`src/rtl/qclk_strobe_gen_pkg.sv`:
```
// Shared definitions for the qclk / command-strobe block: default counter width
// and the arm-state encoding.
package qclk_strobe_gen_pkg;

    localparam int unsigned QCLK_WIDTH_DEFAULT = 32;

    typedef enum logic {
        ARMED = 1'b0,
        FIRED = 1'b1
    } arm_state_e;

endpackage

```
`src/rtl/qclk_strobe_gen_if.sv`:
```
// Bus between ctrl/ALU and the qclk strobe generator: load, clear and strobe
// request inputs plus the registered qclk, strobe and late-flag outputs.
interface qclk_strobe_gen_if
    import qclk_strobe_gen_pkg::*;
#(
    parameter int unsigned QCLK_WIDTH = QCLK_WIDTH_DEFAULT
);

    logic                  qclk_load_en;
    logic [QCLK_WIDTH-1:0] qclk_load_val;
    logic                  qclk_rst;
    logic                  c_strobe_enable;
    logic [QCLK_WIDTH-1:0] cmd_time;
    logic                  instr_ptr_en;
    logic                  late_clr;
    logic [QCLK_WIDTH-1:0] qclk_out;
    logic                  cstrobe_out;
    logic                  late_err;

    modport master (
        output qclk_load_en, qclk_load_val, qclk_rst, c_strobe_enable,
               cmd_time, instr_ptr_en, late_clr,
        input  qclk_out, cstrobe_out, late_err
    );

    modport slave (
        input  qclk_load_en, qclk_load_val, qclk_rst, c_strobe_enable,
               cmd_time, instr_ptr_en, late_clr,
        output qclk_out, cstrobe_out, late_err
    );

endinterface

```
`src/rtl/qclk_strobe_gen.sv`:
```
// Timing clock counter with one-ahead command-time compare, a two-state arm FSM
// that blocks repeat strobes while ctrl stalls, and a sticky late-pulse flag.
module qclk_strobe_gen
    import qclk_strobe_gen_pkg::*;
#(
    parameter int unsigned QCLK_WIDTH = QCLK_WIDTH_DEFAULT
) (
    input  logic              clk,
    input  logic              reset,
    qclk_strobe_gen_if.slave  bus
);

    logic [QCLK_WIDTH-1:0] qclk_q;
    logic [QCLK_WIDTH-1:0] qclk_d;
    logic [QCLK_WIDTH-1:0] diff_c;
    logic                  cstrobe_q;
    logic                  cstrobe_d;
    logic                  late_q;
    logic                  late_d;
    logic                  en_q;
    logic                  ien_q;
    logic                  first_cycle_c;
    logic                  late_set_c;
    arm_state_e            state_q;
    arm_state_e            state_d;

    // qclk next value: soft clear beats load beats increment
    always_comb begin
        qclk_d = qclk_q + QCLK_WIDTH'(1);
        if (bus.qclk_rst) begin
            qclk_d = '0;
        end else if (bus.qclk_load_en) begin
            qclk_d = bus.qclk_load_val;
        end
    end

    // Arm FSM next state and one-ahead strobe compare
    always_comb begin
        state_d   = state_q;
        cstrobe_d = 1'b0;
        unique case (state_q)
            ARMED: begin
                cstrobe_d = bus.c_strobe_enable && (qclk_d == bus.cmd_time);
                if (cstrobe_q && !bus.instr_ptr_en) begin
                    state_d = FIRED;
                end
            end
            FIRED: begin
                if (bus.instr_ptr_en || !bus.c_strobe_enable) begin
                    state_d = ARMED;
                end
            end
            default: state_d = ARMED;
        endcase
    end

    // Late check on the first cycle of each PULSE: time now or in the past (half-range)
    always_comb begin
        first_cycle_c = bus.c_strobe_enable && (!en_q || ien_q);
        diff_c        = bus.cmd_time - qclk_q;
        late_set_c    = first_cycle_c && ((diff_c == '0) || diff_c[QCLK_WIDTH-1]);
        late_d        = late_q;
        if (late_set_c) begin
            late_d = 1'b1;
        end else if (bus.late_clr) begin
            late_d = 1'b0;
        end
    end

    always_ff @(posedge clk) begin
        if (!reset) begin
            qclk_q    <= '0;
            cstrobe_q <= 1'b0;
            late_q    <= 1'b0;
            en_q      <= 1'b0;
            ien_q     <= 1'b0;
            state_q   <= ARMED;
        end else begin
            qclk_q    <= qclk_d;
            cstrobe_q <= cstrobe_d;
            late_q    <= late_d;
            en_q      <= bus.c_strobe_enable;
            ien_q     <= bus.instr_ptr_en;
            state_q   <= state_d;
        end
    end

    assign bus.qclk_out    = qclk_q;
    assign bus.cstrobe_out = cstrobe_q;
    assign bus.late_err    = late_q;

endmodule

```
`src/flat_wrapper.sv`:
```
// flat-port wrapper written by rule: the top's interface ports become plain ports
module qclk_strobe_gen_flat import qclk_strobe_gen_pkg::*;
#(
    parameter int unsigned QCLK_WIDTH = QCLK_WIDTH_DEFAULT
)
  (clk, reset, bus_qclk_load_en, bus_qclk_load_val, bus_qclk_rst, bus_c_strobe_enable, bus_cmd_time, bus_instr_ptr_en, bus_late_clr, bus_qclk_out, bus_cstrobe_out, bus_late_err);
  qclk_strobe_gen_if #(.QCLK_WIDTH(QCLK_WIDTH)) bus_i ();
  input  logic clk;
  input  logic reset;
  input wire logic [$bits(bus_i.qclk_load_en)-1:0] bus_qclk_load_en;
  input wire logic [$bits(bus_i.qclk_load_val)-1:0] bus_qclk_load_val;
  input wire logic [$bits(bus_i.qclk_rst)-1:0] bus_qclk_rst;
  input wire logic [$bits(bus_i.c_strobe_enable)-1:0] bus_c_strobe_enable;
  input wire logic [$bits(bus_i.cmd_time)-1:0] bus_cmd_time;
  input wire logic [$bits(bus_i.instr_ptr_en)-1:0] bus_instr_ptr_en;
  input wire logic [$bits(bus_i.late_clr)-1:0] bus_late_clr;
  output wire logic [$bits(bus_i.qclk_out)-1:0] bus_qclk_out;
  output wire logic [$bits(bus_i.cstrobe_out)-1:0] bus_cstrobe_out;
  output wire logic [$bits(bus_i.late_err)-1:0] bus_late_err;
  assign bus_i.qclk_load_en = bus_qclk_load_en;
  assign bus_i.qclk_load_val = bus_qclk_load_val;
  assign bus_i.qclk_rst = bus_qclk_rst;
  assign bus_i.c_strobe_enable = bus_c_strobe_enable;
  assign bus_i.cmd_time = bus_cmd_time;
  assign bus_i.instr_ptr_en = bus_instr_ptr_en;
  assign bus_i.late_clr = bus_late_clr;
  assign bus_qclk_out = bus_i.qclk_out;
  assign bus_cstrobe_out = bus_i.cstrobe_out;
  assign bus_late_err = bus_i.late_err;
  qclk_strobe_gen #(.QCLK_WIDTH(QCLK_WIDTH)) u_core (.clk(clk), .reset(reset), .bus(bus_i));
endmodule
```
`config.mk`:
```
export PLATFORM = sky130hd
export DESIGN_NAME = qclk_strobe_gen_flat
export DESIGN_NICKNAME = d
export VERILOG_FILES = /design/src/rtl/qclk_strobe_gen_pkg.sv /design/src/rtl/qclk_strobe_gen_if.sv /design/src/rtl/qclk_strobe_gen.sv /design/src/flat_wrapper.sv
export SDC_FILE = /design/constraint.sdc
export NUM_CORES = 1
export LEC_CHECK = 0
export CELL_PAD_IN_SITES_DETAIL_PLACEMENT = 1
export CELL_PAD_IN_SITES_GLOBAL_PLACEMENT = 1
export CORE_MARGIN = 3
export CORE_UTILIZATION = 38
export DETAILED_ROUTE_END_ITERATION = 16
export PLACE_DENSITY_LB_ADDON = 0.1
export SLEW_MARGIN = 20
export SYNTH_ARGS = -nofsm -noshare
export SYNTH_HDL_FRONTEND = slang
export SYNTH_SLANG_ARGS = --single-unit
```
`constraint.sdc`:
```
create_clock -name clk -period 4.65 [get_ports clk]
set_input_delay 1.1625 -clock clk [delete_from_list [all_inputs] [get_ports clk]]
set_output_delay 1.1625 -clock clk [all_outputs]
set_load 0.02 [all_outputs]
```
# --- Yosys cells after proc, flatten, opt, wreduce, memory -nomap -nowiden ---
# Index checks and enable logic that the tools add are counted.
totals:
  out_inout_bits: 34
  elab_cells: 31
  regBits: 37
op_classes:
  reduce_logical: 13
  n_mux: 7
  n_eq_ne: 1
  n_bitwise: 2
  n_addsub: 2
ops:
  columns: ["operator", "n"]
  rows:
  - ["32-bit two-way mux", 2]
  - ["32-bit by 1-bit adder with 32-bit output (second input constant)", 1]
  - ["32-bit == test", 1]
  - ["32-bit logical NOT", 1]
  - ["32-bit subtractor", 1]
  - ["1-bit logical AND", 4]
  - ["1-bit two-way mux", 4]
  - ["1-bit logical NOT", 3]
  - ["1-bit logical OR", 3]
  - ["1-bit inverter", 2]
  - ["1-bit case mux with 2 select lines", 1]
  - ["2-bit nonzero test", 1]
  - ["2-bit OR reduction", 1]

# --- Longest topological paths before layout ---
# Gate-level depths: netlist of the first run.
depth:
  ltp_word: 5
  ltp_mapped: 13

# --- Worst setup path before layout of the first run ---
# OpenSTA, ideal clock, no wires.
synth_timing:
  kind: "input to register"
  from: "input bus_cmd_time[0]"
  to: "register u_core.late_q, in the netlist u_core.bus.late_err"
  required_time_ns: 4.588
  path_buffers: 0
  setup_slack_ns: 0.689
  setup_ns: 0.062
  path_stages: 12
  arrival_ns: 3.899
  path_cell_list: "inv_1 > ha_1 > fa_1 > nand2b_1 > a21oi_1 > o2111ai_1 > and3_1 > or4_1 > nor4_1 > nand4_1 > or4_1 > nand3_1"
synth_between:
  elab_chain_len: 5
  word_cells_on_any_way: 6
synth_lines:
  columns: ["element", "line", "source"]
  rows:
  - ["start: declaration", "flat_wrapper.sv:14", "input wire logic [$bits(bus_i.cmd_time)-1:0] bus_cmd_time;"]
  - ["32-bit subtractor (*)", "qclk_strobe_gen.sv:60", "diff_c = bus.cmd_time - qclk_q;"]
  - ["32-bit logical NOT", "qclk_strobe_gen.sv:61", "late_set_c = first_cycle_c && ((diff_c == '0) || diff_c[QCLK_WIDTH-1]);"]
  - ["1-bit logical OR (*)", "qclk_strobe_gen.sv:61", null]
  - ["1-bit logical AND (*)", "qclk_strobe_gen.sv:61", null]
  - ["1-bit two-way mux or 2-bit nonzero test (tied branches)", null, null]
  - ["end signal: assignment", "qclk_strobe_gen.sv:81", "late_q <= late_d;"]
  - ["end: declaration", "qclk_strobe_gen.sv:18", "logic late_q;"]
# Mark *: on every way between the ends. The rest lies on a longest branch, timed or not.
# A chain may end at the register's enable or synchronous reset.

# --- Final worst setup path of the first run ---
# Same ends and word-level chain as after synthesis.

==> flow_metrics.env, run 1 <==
export IMPL_drt_iter0_drc=595
export IMPL_path_cells="clkdlybuf4s50_1 -> inv_1 -> ha_1 -> fa_1 -> nand2b_1 -> a21oi_1 -> o2111ai_1 -> and3_1 -> or4_1 -> nor4_1 -> nand4_1 -> or4_1 -> nand3_1"
export IMPL_synth_area_per_cell_sq_um=7.17
export IMPL_syn_area_sq_um=5070
export IMPL_skew_ns=0.00483
export IMPL_muxShareOfSynthArea_pct=4.30
export IMPL_p_comb_share_pct=44.3
export IMPL_track_usage_pct=31.8
export IMPL_drive_gt1_share_pct=13.7
export IMPL_grt_antenna_before_repair=0
export IMPL_synthTopCellsByArea="dfxtp_1 15%, ha_1 7.9%, nor2_1 6.1%, a21oi_1 4.8%, inv_1 3.9%"
export IMPL_fillers=1646
export IMPL_grt_max_degree=29
export IMPL_highest_layer="met4"
export IMPL_reg2reg_from="u_core.bus.qclk_out[0]"
export IMPL_wl_met3_mm=1.40
export IMPL_synth_cells=707
export IMPL_synth_distinct_cells=82
export IMPL_clkLatencyLatePin_ns=0.29
export IMPL_maxCapViolations=0
export IMPL_crit_family="simple AND/OR/NAND/NOR gates"
export IMPL_start_util_pct=39.5
export IMPL_io_buffer_count=104
export IMPL_cp_slowest_cell="or4_1"
export IMPL_holdWs_ns=0.546
export IMPL_core_area_sq_um=12800
export IMPL_max_slew_margin_pct=53.0
export IMPL_wl_per_cell_um=22.9
export IMPL_synth_top_area_share_pct=14.6
export IMPL_synthArstFlopShare_pct=0
export IMPL_synth_nets=811
export IMPL_synthTopCellsByCount="82 x nor2_1, 52 x inv_1, 49 x a21oi_1"
export IMPL_synthSimpleGateAreaFrac_pct=31.1
export IMPL_slowest_delay_ns=0.52
export IMPL_synth_edf_count=0
export IMPL_worstPathMaxFanout=3
export IMPL_rows=41
export IMPL_hp_start="u_core.bus.cstrobe_out"
export IMPL_drt_pass1_iter_count=5
export IMPL_clkTransAtPathRegs_ns=0.06
export IMPL_wl_mm=23.8
export IMPL_hold_path_class="reg2reg"
export IMPL_areaGrowthSynthToFinish_pct=35.9
export IMPL_synth_adder_area_share_pct=8.30
export IMPL_final_antenna_net_count=0
export IMPL_p_per_area_nw_per_um2=202
export IMPL_grt_pass1_wl_mm=36.7
export IMPL_chipHeight_um=121
export IMPL_grt_pass1_vias=6632
export IMPL_switching_share_pct=37.0
export IMPL_crit_required_ns=4.88
export IMPL_antennaDiodeCount=0
export IMPL_synthXorXnorAreaFrac_pct=5.53
export IMPL_cp_arrival_ns=4.78
export IMPL_post_route_period_util_pct=97.8
export IMPL_hold_violations=0
export IMPL_grt_overflow=0
export IMPL_slew_viol_final=0
export IMPL_drc=0
export IMPL_status="completed"
export IMPL_dp_hpwl_mm=19.6
export IMPL_yosysWarnings=0
export IMPL_synth_compound_area_share_pct=28.3
export IMPL_cts_sinks=37
export IMPL_start_kind="input pin"
export IMPL_via_per_inst=6.19
export IMPL_dieArea_sq_um=14800
export IMPL_numCtsBuffers=5
export IMPL_gp_congestion=0.900
export IMPL_vias=6436
export IMPL_yosysMostFrequentCell="nor2_1"
export IMPL_finalSetupViolCount=0
export IMPL_critPathLaunch="bus_cmd_time[0]"
export IMPL_intPower_uw=877
export IMPL_worst_pin_slew_ns=0.704
export IMPL_wl_met1_mm=10.5
export IMPL_fin_nets=970
export IMPL_fin_crit_ns=4.55
export IMPL_vdd_drop_max_v=0.000203
export IMPL_p_sw_uw=516
export IMPL_critical_path_class="in2reg"
export IMPL_ios=105
export IMPL_cts_root_buf="clkbuf_16"
export IMPL_critPathBufInv=2
export IMPL_p_seq_share_pct=25.3
export IMPL_yosysSeqAreaShare_pct=14.6
export IMPL_max_freq_ghz=0.220
export IMPL_power_share_clock_pct=30.5
export IMPL_crit_path_frequent_cell="or4_1"
export IMPL_cts_hold_buf=0
export IMPL_cts_tree="built"
export IMPL_die_x_um=121
export IMPL_synth_top_family_by_area="simple AND/OR/NAND/NOR gates"
export IMPL_end_kind="flop"
export IMPL_wl_met2_mm=11.2
export IMPL_rsz0062_at_grt="no"
export IMPL_htree_levels=2
export IMPL_synth_flop_cell="dfxtp_1"
export IMPL_synth_largest_area_cell="dfxtp_1"
export IMPL_p_total_uw=1390
export IMPL_p_leak_uw=0.00259
export IMPL_clockBufferDepth=2
export IMPL_ys_ff_latch=37
==> kinds of logic (layout without fill, tap and decap cells) <==
logic type,count (synthesis),in the layout
buf+inv,82,242
xor+xnor,32,32
fa+ha+maj,33,33
compound gates,205,205
mux,20,20
simple gates,298,298
flops,37,37
==> metal layers <==
metal  up-vias  GRT usage [%]
met5         -              0
met4         0           11.8
met3        49           4.38
met2       264           52.7
met1      3130           41.8
li1       2993              -
==> cells in the final DEF (no fill, tap or decap), types with 5 or more instances in the layout <==
cell,synthesis,routed
a211oi_1,10,9
a21o_1,9,9
a21oi_1,49,49
a2bb2oi_1,6,6
a311oi_1,6,6
a31oi_1,9,9
and3_1,10,10
and4_1,6,6
buf_4,0,77
clkbuf_16,0,5
clkdlybuf4s50_1,0,104
dfxtp_1,37,37
ha_1,32,32
inv_1,52,52
mux2i_1,15,15
nand2_1,44,44
nand2b_1,12,12
nand3_1,23,23
nand4_1,26,26
nor2_1,82,82
nor2b_1,7,7
nor3_1,31,31
nor4_1,16,16
o2111ai_1,7,7
o211ai_1,6,6
o21a_1,11,11
o21ai_0,36,35
o31ai_1,7,7
or3_1,8,8
or4_1,7,7
xnor2_1,22,22
xor2_1,10,10
==> power groups by stage <==
stage / registers, uW / clock network [uW] / logic, uW
floorplan: 364 / 0 / 318
global placement: 357 / 0 / 589
detailed placement: 358 / 0 / 603
CTS: 351 / 420 / 609
global route: 353 / 438 / 664
finish: 352 / 424 / 617
==> worst min-delay path, delay by kind of cell (launching register included) <==
kind             cells  cell delay, ns
DFF                  1            0.32
muxes                1            0.13
and+or+nand+nor      1            0.06
==> layout make-up <==
| cell class | instances | area (sq um) | area share, % |
|---|---|---|---|
| Timing Repair Buffer | 181 | 1620 | 23.5 |
| Multi-Input combinational cell | 588 | 3940 | 57.2 |
| Clock buffer | 6 | 139 | 2.02 |
| Inverter | 53 | 199 | 2.89 |
| Tap cell | 172 | 215 | 3.12 |
| Sequential cell | 37 | 741 | 10.8 |
| Clock inverter | 2 | 37.5 | 0.545 |
==> repair_timing <==
action / CTS / global route
setup buffers: 0 / 0
setup endpoints to repair: 0 / 1
gates resized for setup: 0 / 4
==> stage by stage <==
| step | utilization (%) | instance area (sq um) | worst slack (ns) | cells | TNS [ns] |
|---|---|---|---|---|---|
| after floorplan | - | 5070 | 0.689 | 707 | 0 |
| final | 53.7 | 6890 | 0.103 | 1039 | 0 |
| after global routing | 53.7 | 6890 | 0.00929 | 1039 | 0 |
| after detailed placement | 52.3 | 6700 | -0.140 | 1031 | -0.140 |
| after global placement | 52.3 | 6700 | -0.0861 | 1031 | -0.0861 |
| after CTS | 53.6 | 6880 | 0.105 | 1039 | 0 |
==> registers in the layout (all words and copies together), names as in the netlist <==
register,flops
u_core.bus.cstrobe_out,1
u_core.en_q,1
u_core.ien_q,1
u_core.bus.late_err,1
u_core.state_q,1
u_core.bus.qclk_out,32
==> final timing paths <==
path | depth (start not counted) | slack, ns | end
worst max-delay path | 13 | 0.10 | u_core.bus.late_err
worst min-delay path | 2 | 0.55 | u_core.state_q
worst max register to register | 11 | 0.82 | u_core.bus.cstrobe_out
worst min register to register | 2 | 0.55 | u_core.state_q
No activity file was read; power rests on OpenSTA's default activity.
==> run 2: changes to the inputs <==
- CAP_MARGIN: default -> 0
- clock period: 4.65 -> 4.2 ns (I/O delays scaled with it)
==> flow_metrics.env, run 2 (same netlist as run 1, synthesis figures left out) <==
export IMPL_finalSetupViolCount=0
export IMPL_drt_iter0_drc=484
export IMPL_track_usage_pct=32.4
export IMPL_p_sw_uw=596
export IMPL_wl_per_cell_um=22.5
export IMPL_fin_util_pct=57.8
export IMPL_via_per_inst=6.11
export IMPL_hp_start="u_core.bus.cstrobe_out"
export IMPL_start_kind="input pin"
export IMPL_core_area_sq_um=12800
export IMPL_hold_violations=0
export IMPL_holdWs_ns=0.558
export IMPL_p_leak_uw=0.00288
export IMPL_ios=105
export IMPL_p_per_area_nw_per_um2=208
export IMPL_cts_root_buf="clkbuf_16"
export IMPL_grt_antenna_before_repair=0
export IMPL_io_buffer_count=104
export IMPL_worstPathMaxFanout=4
export IMPL_cts_sinks=37
export IMPL_cp_arrival_ns=4.32
export IMPL_wl_mm=24.7
export IMPL_highest_layer="met4"
export IMPL_switching_share_pct=38.6
export IMPL_seq_area_sq_um=741
export IMPL_p_comb_share_pct=49.7
export IMPL_max_slew_margin_pct=59.5
export IMPL_crit_required_ns=4.43
export IMPL_fillers=1671
export IMPL_ff2ff_path_depth=11
export IMPL_power_share_clock_pct=25.1
export IMPL_areaGrowthSynthToFinish_pct=46.3
export IMPL_slew_viol_final=0
export IMPL_cts_hold_buf=0
export IMPL_fin_nets=1030
export IMPL_cts_tree="built"
export IMPL_max_freq_ghz=0.244
export IMPL_final_antenna_net_count=0
export IMPL_worst_pin_slew_ns=0.606
export IMPL_grt_max_degree=29
export IMPL_numCtsBuffers=5
export IMPL_fin_crit_ns=4.09
export IMPL_dpl_worst_slack_ns=-0.392
export IMPL_end_kind="flop"
export IMPL_die_x_um=121
export IMPL_grt_overflow=0
export IMPL_vias=6714
export IMPL_antennaDiodeCount=0
export IMPL_reg2reg_from="u_core.bus.qclk_out[1]"
export IMPL_start_util_pct=39.5
export IMPL_wl_met1_mm=10.7
export IMPL_status="completed"
export IMPL_final_cell_mix="137 x buf_4, 103 x clkdlybuf4s50_1, 82 x nor2_1, 51 x inv_1, 48 x a21oi_1"
export IMPL_fin_cells=1099
export IMPL_dp_hpwl_mm=20.2
export IMPL_r2r_end="u_core.bus.cstrobe_out"
export IMPL_dieArea_sq_um=14800
export IMPL_grt_pass1_vias=6869
export IMPL_dp_cells=1089
export IMPL_grt_pass1_wl_mm=37.7
export IMPL_multi_input_area_sq_um=4050
export IMPL_gp_congestion=1.01
export IMPL_maxCapViolations=0
export IMPL_drc=0
export IMPL_chipHeight_um=121
export IMPL_clkLatencyLatePin_ns=0.28
export IMPL_rows=41
export IMPL_htree_levels=2
export IMPL_drive_gt1_share_pct=21.1
export IMPL_p_seq_share_pct=25.2
export IMPL_hold_path_class="reg2reg"
export IMPL_wl_met2_mm=11.2
export IMPL_drt_pass1_iter_count=5
export IMPL_clockBufferDepth=2
export IMPL_post_route_period_util_pct=97.5
export IMPL_setup_ws_ns=0.107
export IMPL_skew_ns=0.00334
export IMPL_intPower_uw=946
export IMPL_final_common_cell="buf_4"
export IMPL_vdd_drop_max_v=0.000172
export IMPL_r2r_slack_ns=0.48
export IMPL_largest_reg_flops=32
export IMPL_clkTransAtPathRegs_ns=0.06
export IMPL_critical_path_class="in2reg"
export IMPL_wl_met3_mm=1.70
export IMPL_whs_path_depth=2
export IMPL_hold_end="u_core.state_q"
## run 2: changes by cell type in the layout (fill, tap and decap cells not counted), moves of 2 or more
cell       before  now
o21ai_1         1    4
clkinv_2        0    2
a311oi_1        6    4
o2111ai_1       7    5
o2111ai_2       0    2
buf_4          77  137
o21ai_0        35   31
ha_1           32   30
## run 2: how the worst max path moves through the flow
stage                           startpoint             endpoint  cells past startpoint
after CTS                  bus_cmd_time[0]  u_core.bus.late_err                     14
final                      bus_cmd_time[1]  u_core.bus.late_err                     13
after floorplan            bus_cmd_time[0]  u_core.bus.late_err                     12
after global routing      bus_cmd_time[12]  u_core.bus.late_err                     12
after detailed placement   bus_cmd_time[0]  u_core.bus.late_err                     14
after global placement     bus_cmd_time[0]  u_core.bus.late_err                     15
## run 2: per-layer routing
metal,vias to the layer above,global-route usage [%]
met2,272,51.4
met5,-,0
met3,65,6.95
met1,3272,42.4
met4,0,13.5
li1,3105,-
## run 2: power groups by stage
| stage | Combinational (uW) | Clock, uW | Sequential (uW) |
|---|---|---|---|
| after floorplan | 352 | 0 | 403 |
| after global placement | 709 | 0 | 395 |
| after detailed placement | 726 | 0 | 395 |
| after CTS | 734 | 385 | 388 |
| after global routing | 824 | 403 | 390 |
| final | 767 | 387 | 389 |
## run 2: timing repair
item / CTS / global route
pin swaps: 1 / 6
gates resized for setup: 9 / 21
setup buffers: 0 / 2
setup endpoints to repair: 1 / 1
## run 2: cell type report
class,count,area share (%)
tap,172,2.90
clock inverter,3,0.236
inverter,53,2.68
clock buffer,5,1.69
timing repair buffer,241,27.9
multi-input combinational,588,54.6
sequential,37,9.99
## run 2: per-stage QoR
step / power, uW / instance area (sq um) / setup TNS, ns
global route: 1620 / 7410 / -0.0530
CTS: 1510 / 7300 / 0
finish: 1540 / 7410 / 0
floorplan: 754 / 5070 / 0
global placement: 1100 / 7140 / -0.318
detailed placement: 1120 / 7140 / -0.396
## run 2: worst max-delay path, cell delays in order
cell and delay, ns:
clkdlybuf4s50_1 0.46, buf_4 0.17, ha_1 0.27, nor2b_4 0.14, o31a_1 0.35, o21ai_2 0.25, a21oi_1 0.11, or4_1 0.49
nor4_2 0.24, buf_4 0.16, nand4_1 0.11, or4_4 0.45, nand3_1 0.09
==> run 3: changes to the inputs <==
- CORE_UTILIZATION: 38 -> 40
- DONT_BUFFER_PORTS: default -> 1
==> flow_metrics.env, run 3 (same netlist as run 1, synthesis figures left out) <==
export IMPL_final_common_cell="nor2_1"
export IMPL_whs_path_depth=2
export IMPL_critical_path_class="in2reg"
export IMPL_dp_hpwl_mm=17.9
export IMPL_cts_hold_buf=0
export IMPL_rows=40
export IMPL_fin_nets=826
export IMPL_tns_ns=0
export IMPL_wl_per_cell_um=24.6
export IMPL_numCtsBuffers=5
export IMPL_fin_area_sq_um=5550
export IMPL_die_x_um=119
export IMPL_clkLatencyLatePin_ns=0.29
export IMPL_start_kind="input pin"
export IMPL_antennaDiodeCount=0
export IMPL_dp_cells=883
export IMPL_final_cell_mix="82 x nor2_1, 52 x inv_1, 49 x a21oi_1, 44 x nand2_1"
export IMPL_fin_util_pct=45.4
export IMPL_final_antenna_net_count=0
export IMPL_fin_crit_ns=3.84
export IMPL_htree_levels=2
export IMPL_drc=0
export IMPL_placed_cell_area_sq_um=5360
export IMPL_rsz0062_at_grt="no"
export IMPL_largest_reg_flops=32
export IMPL_grt_overflow=0
export IMPL_grt_pass1_wl_mm=33.9
export IMPL_slowest_delay_ns=0.56
export IMPL_p_per_area_nw_per_um2=246
export IMPL_vdd_drop_max_v=0.000138
export IMPL_grt_antenna_before_repair=2
export IMPL_drt_pass1_iter_count=5
export IMPL_p_total_uw=1360
export IMPL_chipHeight_um=119
export IMPL_gp_congestion=0.943
export IMPL_drt_iter0_drc=494
export IMPL_max_freq_ghz=0.260
export IMPL_fin_cells=891
export IMPL_ios=105
export IMPL_slew_viol_final=0
export IMPL_critPathBufInv=3
export IMPL_grt_pass1_vias=5983
export IMPL_cts_tree="built"
export IMPL_fillers=1612
export IMPL_cp_slowest_cell="a2111oi_0"
export IMPL_max_slew_margin_pct=59.0
export IMPL_drive_gt1_share_pct=11.1
export IMPL_dieArea_sq_um=14100
export IMPL_grt_max_degree=42
export IMPL_clockBufferDepth=2
export IMPL_hold_path_class="reg2reg"
export IMPL_crit_family="compound AO/OA/AOI/OAI gates"
export IMPL_cts_sinks=37
export IMPL_crit_required_ns=4.43
export IMPL_wl_mm=22.0
export IMPL_start_util_pct=41.5
export IMPL_path_cells="inv_1 -> ha_1 -> fa_1 -> nand2b_1 -> a21oi_1 -> buf_4 -> o21ai_0 -> a2111oi_0 -> buf_4 -> nor2_1 -> a21oi_1 -> xor2_1 -> or4_1 -> nand3_1"
export IMPL_worst_pin_slew_ns=0.608
export IMPL_post_route_period_util_pct=91.5
export IMPL_end_kind="flop"
export IMPL_clkTransAtPathRegs_ns=0.06
export IMPL_track_usage_pct=30.2
export IMPL_hold_violations=0
export IMPL_via_per_inst=6.45
export IMPL_cp_depth=14
export IMPL_core_area_sq_um=12200
export IMPL_vias=5751
export IMPL_worstPathMaxFanout=8
export IMPL_cts_root_buf="clkbuf_16"
export IMPL_p_leak_uw=0.00201
export IMPL_areaGrowthSynthToFinish_pct=9.43
export IMPL_maxCapViolations=0
export IMPL_ff2ff_path_depth=12
export IMPL_io_buffer_count=0
export IMPL_cp_arrival_ns=4.08
export IMPL_finalSetupViolCount=0
export IMPL_status="completed"
export IMPL_skew_ns=0.00312
run 3: changes by cell type in the layout (fill, tap and decap cells not counted), sizes merged:
cell and change:
buf -100, clkinv -2, clkdlybuf4s50 -103, dlymetal6s2s -1
clkbuf +1, bufinv +1
run 3: what timing repair did:
action                                  in CTS  in global routing
resized for setup                            0                  2
endpoints found under the setup margin       0                  1
buffers inserted                             0                  0
hold endpoints to repair                     0                  0
run 3: area by class of cell:
class	instances	area (sq um)	area share, %
clock buffer	6	139	2.50
inverter	53	199	3.59
multi-input combinational	588	3940	71.1
timing repair buffer	37	278	5.01
clock inverter	2	37.5	0.677
tap	168	210	3.79
sequential	37	741	13.4
run 3: layer usage:
metal	part of all wire, %	GRT usage [%]
met4	3.7	11.5
met1	42	37.9
met3	8.2	9.43
met2	46	48.3
met5	0.11	0
run 3: worst min-delay path, delay by kind of cell, from the launching register on:
family	cells	cell delay (ns)
AND/OR/NAND/NOR	1	0.05
flip-flops	1	0.34
multiplexers	1	0.16
run 3: where the power goes:
part / internal, uW / switching (uW) / total, uW
clock network: 297 / 173 / 470
registers: 365 / 26.9 / 392
logic: 194 / 307 / 501
total: 856 / 507 / 1360
run 3: final timing paths:
check	from	endpoint	slack, ns
max	bus_cmd_time[0]	u_core.bus.late_err	0.36
min	u_core.state_q	u_core.state_q	0.59
max reg2reg	u_core.bus.qclk_out[6]	u_core.bus.late_err	0.41
min reg2reg	u_core.state_q	u_core.state_q	0.59
run 3: per-stage QoR:
step / hold WS (ns) / setup WS [ns]
floorplan: 0.523 / 0.351
global placement: 0.589 / 0.0750
detailed placement: 0.587 / 0.115
CTS: 0.591 / 0.346
global route: 0.637 / 0.112
finish: 0.593 / 0.357
